==> config.mk <==
export PLATFORM = sky130hd
export DESIGN_NAME = kbd_event_ctrl
export DESIGN_NICKNAME = d
export VERILOG_FILES = /design/src/rtl/kbd_pkg.sv /design/src/rtl/kbd_evt_fifo.sv /design/src/rtl/kbd_event_ctrl.sv
export SDC_FILE = /design/constraint.sdc
export NUM_CORES = 1
export LEC_CHECK = 0
export ABC_AREA = 1
export CORE_MARGIN = 10
export CORE_UTILIZATION = 45
export CTS_CLUSTER_DIAMETER = 100
export DETAILED_ROUTE_END_ITERATION = 7
export SETUP_SLACK_MARGIN = 0.3
export SKIP_LAST_GASP = 1
export SYNTH_ARGS = -nofsm -noshare
export SYNTH_HDL_FRONTEND = slang
export SYNTH_SLANG_ARGS = --single-unit
==> constraint.sdc <==
create_clock -name clk -period 2.5 [get_ports clk]
set_clock_uncertainty 0.15 [all_clocks]
set_input_delay 0.25 -clock clk [delete_from_list [all_inputs] [get_ports clk]]
set_output_delay 0.25 -clock clk [all_outputs]
set_load 0.05 [all_outputs]
==> src/rtl/kbd_pkg.sv <==
// Shared types and constants for the PS/2 keyboard event controller.
// Optional typematic-repeat filter in kbd_event_ctrl is enabled by KBD_TYPEMATIC_FILTER_EN.
package kbd_pkg;

    typedef enum logic [1:0] {
        StIdle,
        StExt,
        StBrk,
        StExtBrk
    } kbd_state_e;

    localparam logic [7:0] PrefixExt   = 8'hE0;
    localparam logic [7:0] PrefixBrk   = 8'hF0;
    localparam logic [7:0] PrefixPause = 8'hE1;

    localparam logic [7:0] IgnNull   = 8'h00;
    localparam logic [7:0] IgnBatOk  = 8'hAA;
    localparam logic [7:0] IgnEcho   = 8'hEE;
    localparam logic [7:0] IgnAck    = 8'hFA;
    localparam logic [7:0] IgnResend = 8'hFE;
    localparam logic [7:0] IgnError  = 8'hFF;

    localparam logic [7:0] KeyShiftL = 8'h12;
    localparam logic [7:0] KeyShiftR = 8'h59;
    localparam logic [7:0] KeyCtrl   = 8'h14;

    typedef struct packed {
        logic [1:0] mods;  // {ctrl, shift}
        logic       ext;
        logic       brk;
        logic [7:0] code;
    } kbd_evt_t;

    // Controller status/response bytes that never start a key sequence.
    function automatic logic is_ignored(input logic [7:0] b);
        return (b == IgnNull) || (b == IgnBatOk) || (b == IgnEcho) || (b == IgnAck) ||
               (b == IgnResend) || (b == IgnError) || (b == PrefixPause);
    endfunction

endpackage

==> src/rtl/kbd_evt_fifo.sv <==
// Event FIFO for kbd_event_ctrl; a push while full is accepted only when a pop frees a slot.
module kbd_evt_fifo
    import kbd_pkg::*;
#(
    parameter int unsigned DEPTH = 8,
    localparam int unsigned AW   = $clog2(DEPTH)
) (
    input  logic          clk,
    input  logic          rst,
    input  logic          push_i,
    input  kbd_evt_t      wdata_i,
    input  logic          pop_i,
    output kbd_evt_t      rdata_o,
    output logic          full_o,
    output logic          empty_o,
    output logic [AW:0]   level_o
);

    kbd_evt_t        mem_q [DEPTH];
    logic [AW-1:0]   wr_ptr_q, rd_ptr_q;
    logic [AW:0]     cnt_q, cnt_d;
    logic            do_push, do_pop;

    assign full_o  = (cnt_q == (AW + 1)'(DEPTH));
    assign empty_o = (cnt_q == '0);
    assign do_pop  = pop_i && !empty_o;
    assign do_push = push_i && (!full_o || do_pop);
    assign cnt_d   = cnt_q + (AW + 1)'(do_push) - (AW + 1)'(do_pop);

    always_ff @(posedge clk) begin
        if (rst) begin
            wr_ptr_q <= '0;
            rd_ptr_q <= '0;
            cnt_q    <= '0;
        end else begin
            if (do_push) wr_ptr_q <= wr_ptr_q + 1'b1;
            if (do_pop)  rd_ptr_q <= rd_ptr_q + 1'b1;
            cnt_q <= cnt_d;
        end
    end

    always_ff @(posedge clk) begin
        if (do_push) mem_q[wr_ptr_q] <= wdata_i;
    end

    assign rdata_o = mem_q[rd_ptr_q];
    assign level_o = cnt_q;

endmodule

==> src/rtl/kbd_event_ctrl.sv <==
// PS/2 scan-code decoder with modifier tracking and an event FIFO.
// Define KBD_TYPEMATIC_FILTER_EN to drop auto-repeat makes of the currently held key.
module kbd_event_ctrl
    import kbd_pkg::*;
#(
    parameter int unsigned DEPTH = 8
) (
    input  logic                     clk,
    input  logic                     rst,
    input  logic [7:0]               rx_data,
    input  logic                     rx_valid,
    input  logic                     evt_ready,
    input  logic                     clr_ovf,
    output logic                     evt_valid,
    output logic [7:0]               evt_code,
    output logic                     evt_ext,
    output logic                     evt_break,
    output logic [1:0]               evt_mods,
    output logic [$clog2(DEPTH):0]   fifo_level,
    output logic                     ovf
);

    kbd_state_e state_q, state_d;
    logic       shift_q, shift_d, ctrl_q, ctrl_d, ovf_q, ovf_d;
    logic       complete, ev_ext, ev_brk, repeat_make, push, pop, drop;
    logic       fifo_full, fifo_empty;
    kbd_evt_t   evt_new, head;

    always_comb begin
        state_d  = state_q;
        shift_d  = shift_q;
        ctrl_d   = ctrl_q;
        complete = 1'b0;
        ev_ext   = (state_q == StExt) || (state_q == StExtBrk);
        ev_brk   = (state_q == StBrk) || (state_q == StExtBrk);
        if (rx_valid) begin
            unique case (state_q)
                StIdle: begin
                    if (!is_ignored(rx_data)) begin
                        if (rx_data == PrefixExt)      state_d = StExt;
                        else if (rx_data == PrefixBrk) state_d = StBrk;
                        else                           complete = 1'b1;
                    end
                end
                StExt: begin
                    if (rx_data == PrefixBrk) state_d = StExtBrk;
                    else                      complete = 1'b1;
                end
                default: complete = 1'b1;
            endcase
        end
        if (complete) begin
            state_d = StIdle;
            if (!ev_ext && (rx_data == KeyShiftL || rx_data == KeyShiftR)) shift_d = !ev_brk;
            if (rx_data == KeyCtrl) ctrl_d = !ev_brk;
        end
    end

`ifdef KBD_TYPEMATIC_FILTER_EN
    logic       held_vld_q, held_vld_d;
    logic [8:0] held_key_q, held_key_d;

    assign repeat_make = complete && !ev_brk && held_vld_q && (held_key_q == {ev_ext, rx_data});

    always_comb begin
        held_vld_d = held_vld_q;
        held_key_d = held_key_q;
        if (complete && !ev_brk) begin
            held_vld_d = 1'b1;
            held_key_d = {ev_ext, rx_data};
        end else if (complete && ev_brk && (held_key_q == {ev_ext, rx_data})) begin
            held_vld_d = 1'b0;
        end
    end

    always_ff @(posedge clk) begin
        if (rst) begin
            held_vld_q <= 1'b0;
            held_key_q <= '0;
        end else begin
            held_vld_q <= held_vld_d;
            held_key_q <= held_key_d;
        end
    end
`else
    assign repeat_make = 1'b0;
`endif

    assign push    = complete && !repeat_make;
    assign pop     = evt_ready && !fifo_empty;
    assign drop    = push && fifo_full && !pop;
    assign evt_new = '{mods: {ctrl_d, shift_d}, ext: ev_ext, brk: ev_brk, code: rx_data};
    // A drop in the same cycle as a clear wins, so no lost event goes unreported.
    assign ovf_d   = drop ? 1'b1 : (clr_ovf ? 1'b0 : ovf_q);

    always_ff @(posedge clk) begin
        if (rst) begin
            state_q <= StIdle;
            shift_q <= 1'b0;
            ctrl_q  <= 1'b0;
            ovf_q   <= 1'b0;
        end else begin
            state_q <= state_d;
            shift_q <= shift_d;
            ctrl_q  <= ctrl_d;
            ovf_q   <= ovf_d;
        end
    end

    kbd_evt_fifo #(
        .DEPTH (DEPTH)
    ) u_fifo (
        .clk     (clk),
        .rst     (rst),
        .push_i  (push),
        .wdata_i (evt_new),
        .pop_i   (pop),
        .rdata_o (head),
        .full_o  (fifo_full),
        .empty_o (fifo_empty),
        .level_o (fifo_level)
    );

    assign evt_valid = !fifo_empty;
    assign evt_code  = evt_valid ? head.code : 8'h00;
    assign evt_ext   = evt_valid && head.ext;
    assign evt_break = evt_valid && head.brk;
    assign evt_mods  = evt_valid ? head.mods : 2'b00;
    assign ovf       = ovf_q;

endmodule
# After elaboration in Yosys (flattened, before gate mapping)
# Memories as Yosys holds them, arrays and structs flattened. A register that Yosys moved wholly into a read port is not among the register bits.
# Cells that the tools add are included.
# word_totals
input_bits	13
ff_bits	15
output_inout_bits	18
ramBits	96
memories	1
latchBits	0
elab_cells	82
rom_bits	0
# mem_list
memory	words	word_bits	rd	rd_clocked_by_memory_dff	wr	line	text
u_fifo.mem_q	8	12	1	1	1	kbd_evt_fifo.sv:19	kbd_evt_t mem_q [DEPTH];
# op_classes
n_addsub	4
n_lt_le_gt_ge	0
n_mul	0
reduce_logical	30
n_eq_ne	18
bitwise	0
div	0
muxes	22
n_shift	0
# op_table
op	n
$eq 8x8->1 const B	8
$eq 8x5->1 const B	2
$mux 1	12
$logic_or 1x1->1	10
$mux 2	5
$eq 8x7->1 const B	1
$logic_and 1x1->1	8
$logic_not 8->1	1
$mux 8	1
$add 3x1->3 const B	2
$mux 3	2
$logic_not 1->1	5
$reduce_and 5->1	1
$add 4x1->4	1
$eq 2x2->1 const B	2
$eq 4x4->1 const B	1
$logic_not 4->1	1
$pmux 2 s2	1
$reduce_bool 2->1	2
$sub 4x1->4	1
$ne 3x3->1 const B	1
$eq 2x1->1 const B	1
$logic_not 2->1	1
$ne 2x1->1 const B	1
other kinds (3)	3

# Logic depth before layout (Yosys ltp)
# Gate-level depths: netlist of run 1.
# logic_depth
ltp_word	13
ltp_mapped	16
depth_no_buf	16

# Cells and area by module
# A second synthesis of run 1 with hierarchy kept.
# unflattened
hier_cells	509
area_unflattened_um2	5071.1
# modules_own_cells
mod	area_per_inst_um2	seq_area_each_um2	cells_each	n_inst
kbd_evt_fifo	4478.0	3143.0	387	1
kbd_event_ctrl	593.1	100.1	122	1

# Worst setup path after synthesis of run 1
# Ideal clock, no wire load.
# synth_path
kind	register -> output
from	register u_fifo.cnt_q[2], in the netlist u_fifo.level_o[2]
to	output evt_code[0]
required_time_ns	2.100
t_arrival_ns	2.773
n_path_buf	1
path_stages_with_launch	9
setup_slack_ns	-0.673
path_cell_list	dfxtp_1 -> inv_1 -> ha_1 -> inv_1 -> nor2_1 -> inv_1 -> clkbuf_1 -> o21ai_0 -> a31oi_1
# synth_via
elab_chain_len	2
# synth_lines
element	line	text
from (decl)	kbd_evt_fifo.sv:21	logic [AW:0] cnt_q, cnt_d;
from (signal assigned)	kbd_evt_fifo.sv:38	cnt_q <= cnt_d;
$logic_not 4->1	kbd_evt_fifo.sv:25	assign empty_o = (cnt_q == '0);
$mux 8	kbd_event_ctrl.sv:125	assign evt_code = evt_valid ? head.code : 8'h00;
to (decl)	kbd_event_ctrl.sv:15	output logic [7:0] evt_code,
# Every way passes these cells.

==> metrics.cfg, run 1 <==
[critical_path]
crit_fanout=8
arrival_ns=1.98
reg2reg_depth=11
cp-start-kind=flip-flop
rr_endpoint=u_fifo.level_o[1]
crit_required_ns=2.10
crit_type=flip-flop to output pin
rrSetupSlack_ns=0.41
worstSetupEndpointType=output pin
crit_end=evt_break
r2r-start=u_fifo.level_o[2]

[cells_and_area]
instances_no_fill=689
layout-drive-gt1-share_pct=36.07
final_util_pct=65.33
mostFrequentLayoutCell=edfxtp_1
final_cell_mix=edfxtp_1, nor2_1, nand2_1, buf_4, o21ai_0
syn2layout_area_growth_pct=42.69
antenna_cells=0
fin_nets=558

[global_routing]
grt_max_degree=25
grt_usage_pct=17.00
grt_pass1_vias=3673
antenna_found_initial=0
grt_pass1_wl_mm=20.61
overflow=0

[placement]
port_buffers=30
place_congestion=0.8295
hpwl_mm=7.959
preCtsSetupSlack_ns=-0.1853
placed_cells=644

[routing]
drtAntennaViolNets=0
avgRoutedWirePerCell_um=19.66
first_iter_violations=360
post_drt_via_cell_ratio=5.425
wirelength_mm=13.55
dr_total_vias=3738
drtPass1Iterations=5
remaining_drc_errors=0

[timing]
rsz0062_at_grt=true
slew_violations=0
max_freq_mhz=420.0
fin_crit_ns=2.381
worstMarginPinSlew_ns=0.5110
setup_viol=0
post-route-period-util_pct=95.23
setup_slack_ns=0.1193
relSlewSlack_pct=65.82
report.final.hold_viol_count=0
setup_tns_ns=0

[run]
cap_violations=0

[pwr]
p_leak_uw=0.002661
clockPowerShare_pct=30.7
share_comb_of_total_power_pct=41.3
peakVddDrop_uv=512.7
swShare_pct=36.75
cell_internal_pwr_uw=5202
pwr_density_cell_nw_per_um2=1166
p_sw_uw=3022
seqPwrFrac_pct=28.0

[floorplan]
die_h_um=124.8
io_pins=31
core_sq_um=10790
initial_utilization_pct=45.78
die_w_um=124.8
die-area_sq_um=15570
rows=38

[yosys]
synthCells=453
netlist_area_sq_um=4941
synth-seq-cells=114
synth_cell_types=31
synth_edf_count=96
async_flop_share_pct=0
synthesis.nets=475
synthFlopType=edfxtp_1
yosysWarnings=0
syn_area_per_cell_sq_um=10.91
seq_area_frac_synth_pct=65.64

[clock_tree]
clk_pin_slew_ns=0.06
cts_buffer_depth=2
cts_tree=built
htreeDepth=4
clock_latency_ns=0.51
root_buffer=clkbuf_8
clock_sinks=114
numCtsBuffers=17

[outcome]
outcome=finished clean

[hold_path]
min_path_type=input port to flip-flop

## cells by family (layout without fill, tap and decap cells)
| kind of cell | count (synthesis) | in the layout | share of synthesized area, % |
|---|---|---|---|
| AO/OA/AOI/OAI | 101 | 101 | 11.19 |
| adder cells (fa/ha/maj) | 9 | 9 | 2.431 |
| AND/OR/NAND/NOR | 172 | 172 | 15.93 |
| buffers and inverters | 55 | 151 | 4.457 |
| flip-flops | 114 | 114 | 65.64 |
| XOR/XNOR | 2 | 2 | 0.3546 |
## cell usage after synthesis, types with 5 or more instances
| cell | instances | area (sq um) |
|---|---|---|
| a21oi_1 | 7 | 35.03 |
| a31oi_1 | 12 | 75.07 |
| buf_2 | 6 | 30.03 |
| clkbuf_1 | 14 | 52.55 |
| dfxtp_1 | 18 | 360.4 |
| edfxtp_1 | 96 | 2883 |
| ha_1 | 8 | 100.1 |
| inv_1 | 29 | 108.9 |
| nand2_1 | 38 | 142.6 |
| nand2_2 | 5 | 31.28 |
| nand3_1 | 8 | 40.04 |
| nor2_1 | 98 | 367.9 |
| nor2_2 | 6 | 37.54 |
| o21ai_0 | 65 | 325.3 |
| o22ai_1 | 12 | 75.07 |
## power by group through the flow
stage	combinational, uW	clock [uW]	sequential [uW]
3_3_place_gp	2610	0	2310
4_1_cts	3090	2550	2300
2_1_floorplan	1720	0	2400
3_5_place_dp	2630	0	2310
6_report	3400	2520	2300
5_1_grt	3620	2650	2320
## per-stage QoR
stage / cell area [sq um] / power (uW) / hold WS (ns)
global route: 7051 / 8583 / 0.06912
detailed placement: 5883 / 4947 / 0.3100
finish: 7051 / 8224 / 0.09759
CTS: 6809 / 7930 / 0.2090
global placement: 5883 / 4924 / 0.2963
floorplan: 5141 / 4122 / 0.1989
## how the worst min path moves through the flow
stage	start	end	slack, ns	depth (start not counted)
after detailed placement	u_fifo.rd_ptr_q[2]	flip-flop	0.31	2
after floorplan	rx_data[0]	u_fifo.mem_q[0][0]	0.20	0
after CTS	clr_ovf	ovf	0.21	4
final	rx_data[2]	u_fifo.mem_q[6][2]	0.1	2
after global routing	rx_data[2]	u_fifo.mem_q[3][2]	0.07	2
after global placement	u_fifo.rd_ptr_q[2]	u_fifo.rd_ptr_q[2]	0.30	2
## sequential cells by signal (all words and copies together), names as in the netlist, named ones only
name / cells
u_fifo.level_o: 4
state_q: 2
ctrl_q: 1
u_fifo.wr_ptr_q: 3
shift_q: 1
ovf: 1
u_fifo.rd_ptr_q: 3
u_fifo.mem_q: 96
## critical path: stages (launching register included)
cell	delay (ns)
dfxtp_4	0.36
clkinvlp_4	0.14
buf_12	0.13
buf_12	0.14
o21ai_2	0.07
o22ai_2	0.12
o21ai_1	0.08
a31oi_1	0.20
buf_4	0.23
## repair_timing
item                       CTS  global route
gates cloned                 3             1
buffers inserted             5             3
hold buffers                 0             1
pin swaps                    9            18
resized for setup           70            57
hold endpoints to repair     0             1
setup endpoints to repair   41            80
## layer usage
metal	share of wire, %	vias to the layer above	track usage, %
li1	-	1765	-
met5	0	-	0
met3	5.5	16	4.468
met2	49	126	26.64
met1	44	1831	22.00
met4	2.0	0	6.306
## area by class of cell
cell class / instances / area [sq um]
multi-input cells: 284 / 1846
flip-flops and latches: 114 / 3268
clock buffers: 17 / 414.1
well taps: 140 / 175.2
clock inverters: 15 / 206.4
fillers: 809 / 3742
inverters: 34 / 143.9
repair buffers: 85 / 997.2
Power figures use the tool's default switching activity.
==> run 2: changes to the inputs <==
--- a/config.mk
+++ b/config.mk
@@ -7,9 +7,10 @@
 export LEC_CHECK = 0
 export ABC_AREA = 1
 export CORE_MARGIN = 10
-export CORE_UTILIZATION = 45
+export CORE_UTILIZATION = 35
 export CTS_CLUSTER_DIAMETER = 100
 export DETAILED_ROUTE_END_ITERATION = 7
+export GPL_TIMING_DRIVEN = 1
 export SETUP_SLACK_MARGIN = 0.3
 export SKIP_LAST_GASP = 1
 export SYNTH_ARGS = -nofsm -noshare
==> run 2 against run 1 <==
Worst setup slack better by 0.17 ns. Clock power down 7%. Largest power group unchanged. Critical path type unchanged. Utilization down 13 points. Design area up 2.4%. Fmax up 7.7%. Largest cell class unchanged.
==> metrics.cfg, run 2 (synthesized netlist as in run 1, its figures left out) <==
[global_routing]
grt_max_degree=31
overflow=0
grt_usage_pct=13.39
antenna_found_initial=0
grt_pass1_wl_mm=20.26
grt_pass1_vias=3696

[timing]
relSlewSlack_pct=66.06
rsz0062_at_grt=true
post-route-period-util_pct=88.43
max_freq_mhz=452.3
report.final.hold_viol_count=0
slew_violations=0
setup_slack_ns=0.2893
worstMarginPinSlew_ns=0.5075
fin_crit_ns=2.211
setup_viol=0

[pwr]
p_leak_uw=0.002690
peakVddDrop_uv=630.6
power_uw=8178
pwr_density_cell_nw_per_um2=1132

[clock_tree]
clk_pin_slew_ns=0.05
root_buffer=clkbuf_16
clock_latency_ns=0.41
clock_sinks=114
cts_buffer_depth=2
htreeDepth=4
cts_hold_buf=0
numCtsBuffers=17
cts_tree=built

[floorplan]
rows=43
die_w_um=138.8
io_pins=31
core_sq_um=13880
die_h_um=138.8
die-area_sq_um=19270
initial_utilization_pct=35.60

[critical_path]
rr_endpoint=u_fifo.level_o[1]
crit_chain=inv_4 > bufbuf_16 > nor2_1 > o21ai_0 > a31oi_4 > buf_8
cp_top_family=buffers and inverters
slowest_stage=dfxtp_4
arrival_ns=1.81
critPathBufInv=3
worstSetupEndpointType=output pin
crit_required_ns=2.10
crit_type=flip-flop to output pin
rrSetupSlack_ns=0.29
reg2reg_depth=14
crit_fanout=12
max_stage_delay_ns=0.40
cp-start-kind=flip-flop
r2r-start=u_fifo.level_o[2]

[placement]
port_buffers=30
place_congestion=0.7789
hpwl_mm=7.558
preCtsSetupSlack_ns=-0.2036

[routing]
wirelength_mm=12.96
remaining_drc_errors=0
first_iter_violations=243
post_drt_via_cell_ratio=4.907
drtAntennaViolNets=0
dr_total_vias=3631
drtPass1Iterations=4
avgRoutedWirePerCell_um=17.51

[cells_and_area]
antenna_cells=0
multiInputGateArea_sq_um=1834
mostFrequentLayoutCell=edfxtp_1
fillers=1170
syn2layout_area_growth_pct=46.19
final_cell_mix=edfxtp_1, nor2_1, buf_4, o21ai_0, nand2_1
regMostFlops=u_fifo.mem_q
fin_nets=569
largest_reg_flops=96
layout-drive-gt1-share_pct=35.89
final-seq-area_sq_um=3267

[hold_path]
hold_depth=2
min_path_type=input port to flip-flop
holdPathEnd=u_fifo.mem_q[1][5]
hp-start=rx_data[5]

[run]
cap_violations=0

[outcome]
outcome=finished clean

## run 2: cell count changes in the layout (fill, tap and decap cells not counted), moves of 4 or more
cell,change
o21ai_2,-13
o21ai_0,+12
buf_4,+5
o22ai_1,+5
o22ai_2,-5
buf_12,+4
dlygate4sd2_1,+4
o21ai_4,+4
## run 2: per-stage QoR
| step | hold slack, ns | setup TNS (ns) | utilization, % | cell area, sq um | instances |
|---|---|---|---|---|---|
| finish | 0.1617 | 0 | 52.04 | 7223 | 740 |
| CTS | 0.2291 | 0 | 50.25 | 6975 | 730 |
| detailed placement | 0.3145 | -15.62 | 43.03 | 5973 | 686 |
| floorplan | 0.1989 | 0 | - | 5141 | 453 |
| global placement | 0.2979 | -10.11 | 43.03 | 5973 | 686 |
| global route | 0.1688 | 0 | 52.04 | 7223 | 740 |
## run 2: per-layer routing
metal	part of all wire (%)	GRT usage, %	up-vias
met5	0	0	-
met4	1.5	5.711	0
met3	6.5	3.562	13
met2	51	22.63	104
met1	41	15.66	1731
li1	-	-	1783
## run 2: worst reg2reg max path, stage by stage (launching register included)
cell and delay (ns):
dfxtp_4 0.35, inv_4 0.04, ha_4 0.14, inv_2 0.06, nor2_4 0.04, buf_4 0.13
nor2_4 0.16, inv_2 0.07, nand4_4 0.09, nand3_4 0.10, inv_4 0.07, ha_4 0.11
inv_2 0.03, fa_2 0.51, nor2_1 0.04
## run 2: where the power goes
part / switching, uW / internal [uW]
clock: 881 / 1470
combinational: 2010 / 1500
sequential: 98.2 / 2220
total: 2980 / 5190
## run 2: cell type report
class / instances / area share (%)
clock buffers: 17 / 5.889
repair buffers: 96 / 16.06
well taps: 180 / 3.118
flip-flops and latches: 114 / 45.23
multi-input cells: 284 / 25.39
inverters: 34 / 2.148
clock inverters: 15 / 2.165
## run 2: worst max-delay path by stage
stage,end,depth (start not counted),slack (ns),startpoint
floorplan,u_fifo.level_o[1],13,0.30,u_fifo.level_o[2]
global placement,u_fifo.level_o[1],15,-0.14,rx_data[2]
detailed placement,u_fifo.level_o[1],15,-0.20,rx_data[2]
CTS,evt_mods[1],6,0.26,flip-flop
global route,evt_code[1],6,0.19,flip-flop
finish,evt_code[0],6,0.29,flip-flop
## run 2: what timing repair did
item | CTS | global route
cloned | 3 | 4
hold endpoints to repair | 0 | 0
pin swaps | 11 | 8
buffers inserted | 9 | 6
setup endpoints to repair | 111 | 114
gates resized for setup | 76 | 39
==> run 3: changes to the inputs <==
--- a/config.mk
+++ b/config.mk
@@ -6,11 +6,14 @@
 export NUM_CORES = 1
 export LEC_CHECK = 0
 export ABC_AREA = 1
+export CELL_PAD_IN_SITES_DETAIL_PLACEMENT = 1
+export CELL_PAD_IN_SITES_GLOBAL_PLACEMENT = 1
 export CORE_MARGIN = 10
 export CORE_UTILIZATION = 35
 export CTS_CLUSTER_DIAMETER = 100
 export DETAILED_ROUTE_END_ITERATION = 7
 export GPL_TIMING_DRIVEN = 1
+export PLACE_DENSITY_LB_ADDON = 0.1
 export SETUP_SLACK_MARGIN = 0.3
 export SKIP_LAST_GASP = 1
 export SYNTH_ARGS = -nofsm -noshare
==> run 3 against run 2 <==
Combinational power shrank 12%. Critical path depth is the same. First-iteration DRC count shrank 4.1%. Die area is the same. Sequential share of layout area grew 1.5 points. Flip-flop and latch count is the same. Routed wire length grew 5.6%. Via count grew 0.30%. Sequential power is essentially flat. Largest cell class unchanged. Largest power group unchanged. Highest routed layer unchanged.
==> metrics.cfg, run 3 (synthesized netlist as in run 1, its figures left out) <==
[clock_tree]
clock_sinks=114
htreeDepth=4
cts_buffer_depth=2
clk_pin_slew_ns=0.05
numCtsBuffers=17
cts_hold_buf=0
cts_tree=built
root_buffer=clkbuf_16
clock_latency_ns=0.41

[global_routing]
grt_pass1_vias=3827
grt_pass1_wl_mm=21.38
grt_usage_pct=14.25
antenna_found_initial=0
grt_max_degree=25
overflow=0

[cells_and_area]
instances_no_fill=741
final_cell_mix=edfxtp_1, nor2_1, o21ai_0, buf_4, nand2_1
largest_reg_flops=96
antenna_cells=0
mostFrequentLayoutCell=edfxtp_1
regMostFlops=u_fifo.mem_q
fin_nets=570
syn2layout_area_growth_pct=41.53
layout-drive-gt1-share_pct=31.02

[critical_path]
crit_chain=buf_12 > o21ai_0 > o22ai_1 > o21ai_0 > a31oi_4 > buf_6
arrival_ns=1.82
rr_endpoint=u_fifo.level_o[1]
crit_type=flip-flop to output pin
slowest_stage=dfxtp_4
crit_required_ns=2.10
r2r-start=u_fifo.level_o[2]
max_stage_delay_ns=0.41
reg2reg_depth=14
critPathBufInv=2
cp-start-kind=flip-flop
worstSetupEndpointType=output pin
rrSetupSlack_ns=0.28
crit_fanout=24
path_common_cell=o21ai_0
cp_top_family=compound AO/OA/AOI/OAI gates

[outcome]
outcome=finished clean

[floorplan]
initial_utilization_pct=35.60
io_pins=31
die_w_um=138.8
core_sq_um=13880
die-area_sq_um=19270
die_h_um=138.8
rows=43

[timing]
setup_viol=0
slew_violations=0
worstMarginPinSlew_ns=0.4984
rsz0062_at_grt=true
relSlewSlack_pct=66.67
max_freq_mhz=450.4
fin_crit_ns=2.220
report.final.hold_viol_count=0
post-route-period-util_pct=88.82
setup_tns_ns=0

[hold_path]
min_path_type=input port to flip-flop
hold_depth=2
holdPathEnd=u_fifo.mem_q[1][6]
hp-start=rx_data[6]

[routing]
wirelength_mm=13.68
remaining_drc_errors=0
drtPass1Iterations=4
dr_total_vias=3642
drtAntennaViolNets=0
avgRoutedWirePerCell_um=18.46
post_drt_via_cell_ratio=4.915
first_iter_violations=233

[pwr]
pwr_density_cell_nw_per_um2=1106
peakVddDrop_uv=557.0
p_leak_uw=0.002625

[placement]
place_congestion=0.7613
port_buffers=30
placed_cells=690
hpwl_mm=8.927

[run]
cap_violations=0

[run 3: changes by cell type in the layout (fill, tap and decap cells not counted), moves of 6 or more]
cell      change
buf_6         +7
buf_12        -8
nor2_2        -7
o21ai_0       +9
clkbuf_1      +6
[run 3: cell type report]
class / count / area, sq um
Sequential cell: 114 / 3266
Clock inverter: 4 / 47.55
Inverter: 34 / 151.4
Multi-Input combinational cell: 284 / 1742
Tap cell: 180 / 225.2
Clock buffer: 28 / 528.0
Timing Repair Buffer: 97 / 1033
Fill cell: 1463 / 6888
[run 3: power breakdown]
group | total (uW) | internal [uW] | switching [uW]
registers | 2310 | 2220 | 93.7
clock network | 2320 | 1530 | 790
logic | 3100 | 1230 | 1880
total | 7740 | 4980 | 2760
[run 3: through the flow]
stage          hold WS [ns]  cell area, sq um  utilization [%]  setup slack, ns  power (uW)
2_1_floorplan        0.1989              5141                -           0.3008        4122
4_1_cts              0.2540              6807            49.04           0.2222        7677
3_3_place_gp         0.3021              5978            43.07          -0.1972        4911
3_5_place_dp         0.3127              5978            43.07          -0.2349        4958
5_1_grt              0.1876              6993            50.38           0.1765        8135
6_report             0.1626              6993            50.38           0.2796        7736
[run 3: routing by layer]
metal	vias to the layer above	track usage (%)	routed length, um
li1	1786	-	-
met1	1790	17.40	6228
met2	54	23.56	6791
met3	12	3.836	496
met4	0	5.162	163
met5	-	0	0
[run 3: how the worst max path moves through the flow]
stage / start / to / slack (ns) / cells past startpoint
2_1_floorplan: u_fifo.level_o[2] / u_fifo.level_o[1] / 0.30 / 13
4_1_cts: flip-flop / evt_mods[1] / 0.22 / 7
5_1_grt: flip-flop / evt_mods[1] / 0.18 / 7
3_3_place_gp: rx_data[2] / u_fifo.level_o[1] / -0.20 / 15
3_5_place_dp: rx_data[2] / u_fifo.level_o[1] / -0.23 / 15
6_report: flip-flop / evt_mods[0] / 0.28 / 6
[run 3: timing repair]
item / CTS / global route
gates cloned: 1 / 1
pin swaps: 5 / 6
buffers inserted: 13 / 4
resized for setup: 48 / 34
endpoints found under the hold margin: 0 / 0
setup endpoints to repair: 111 / 113
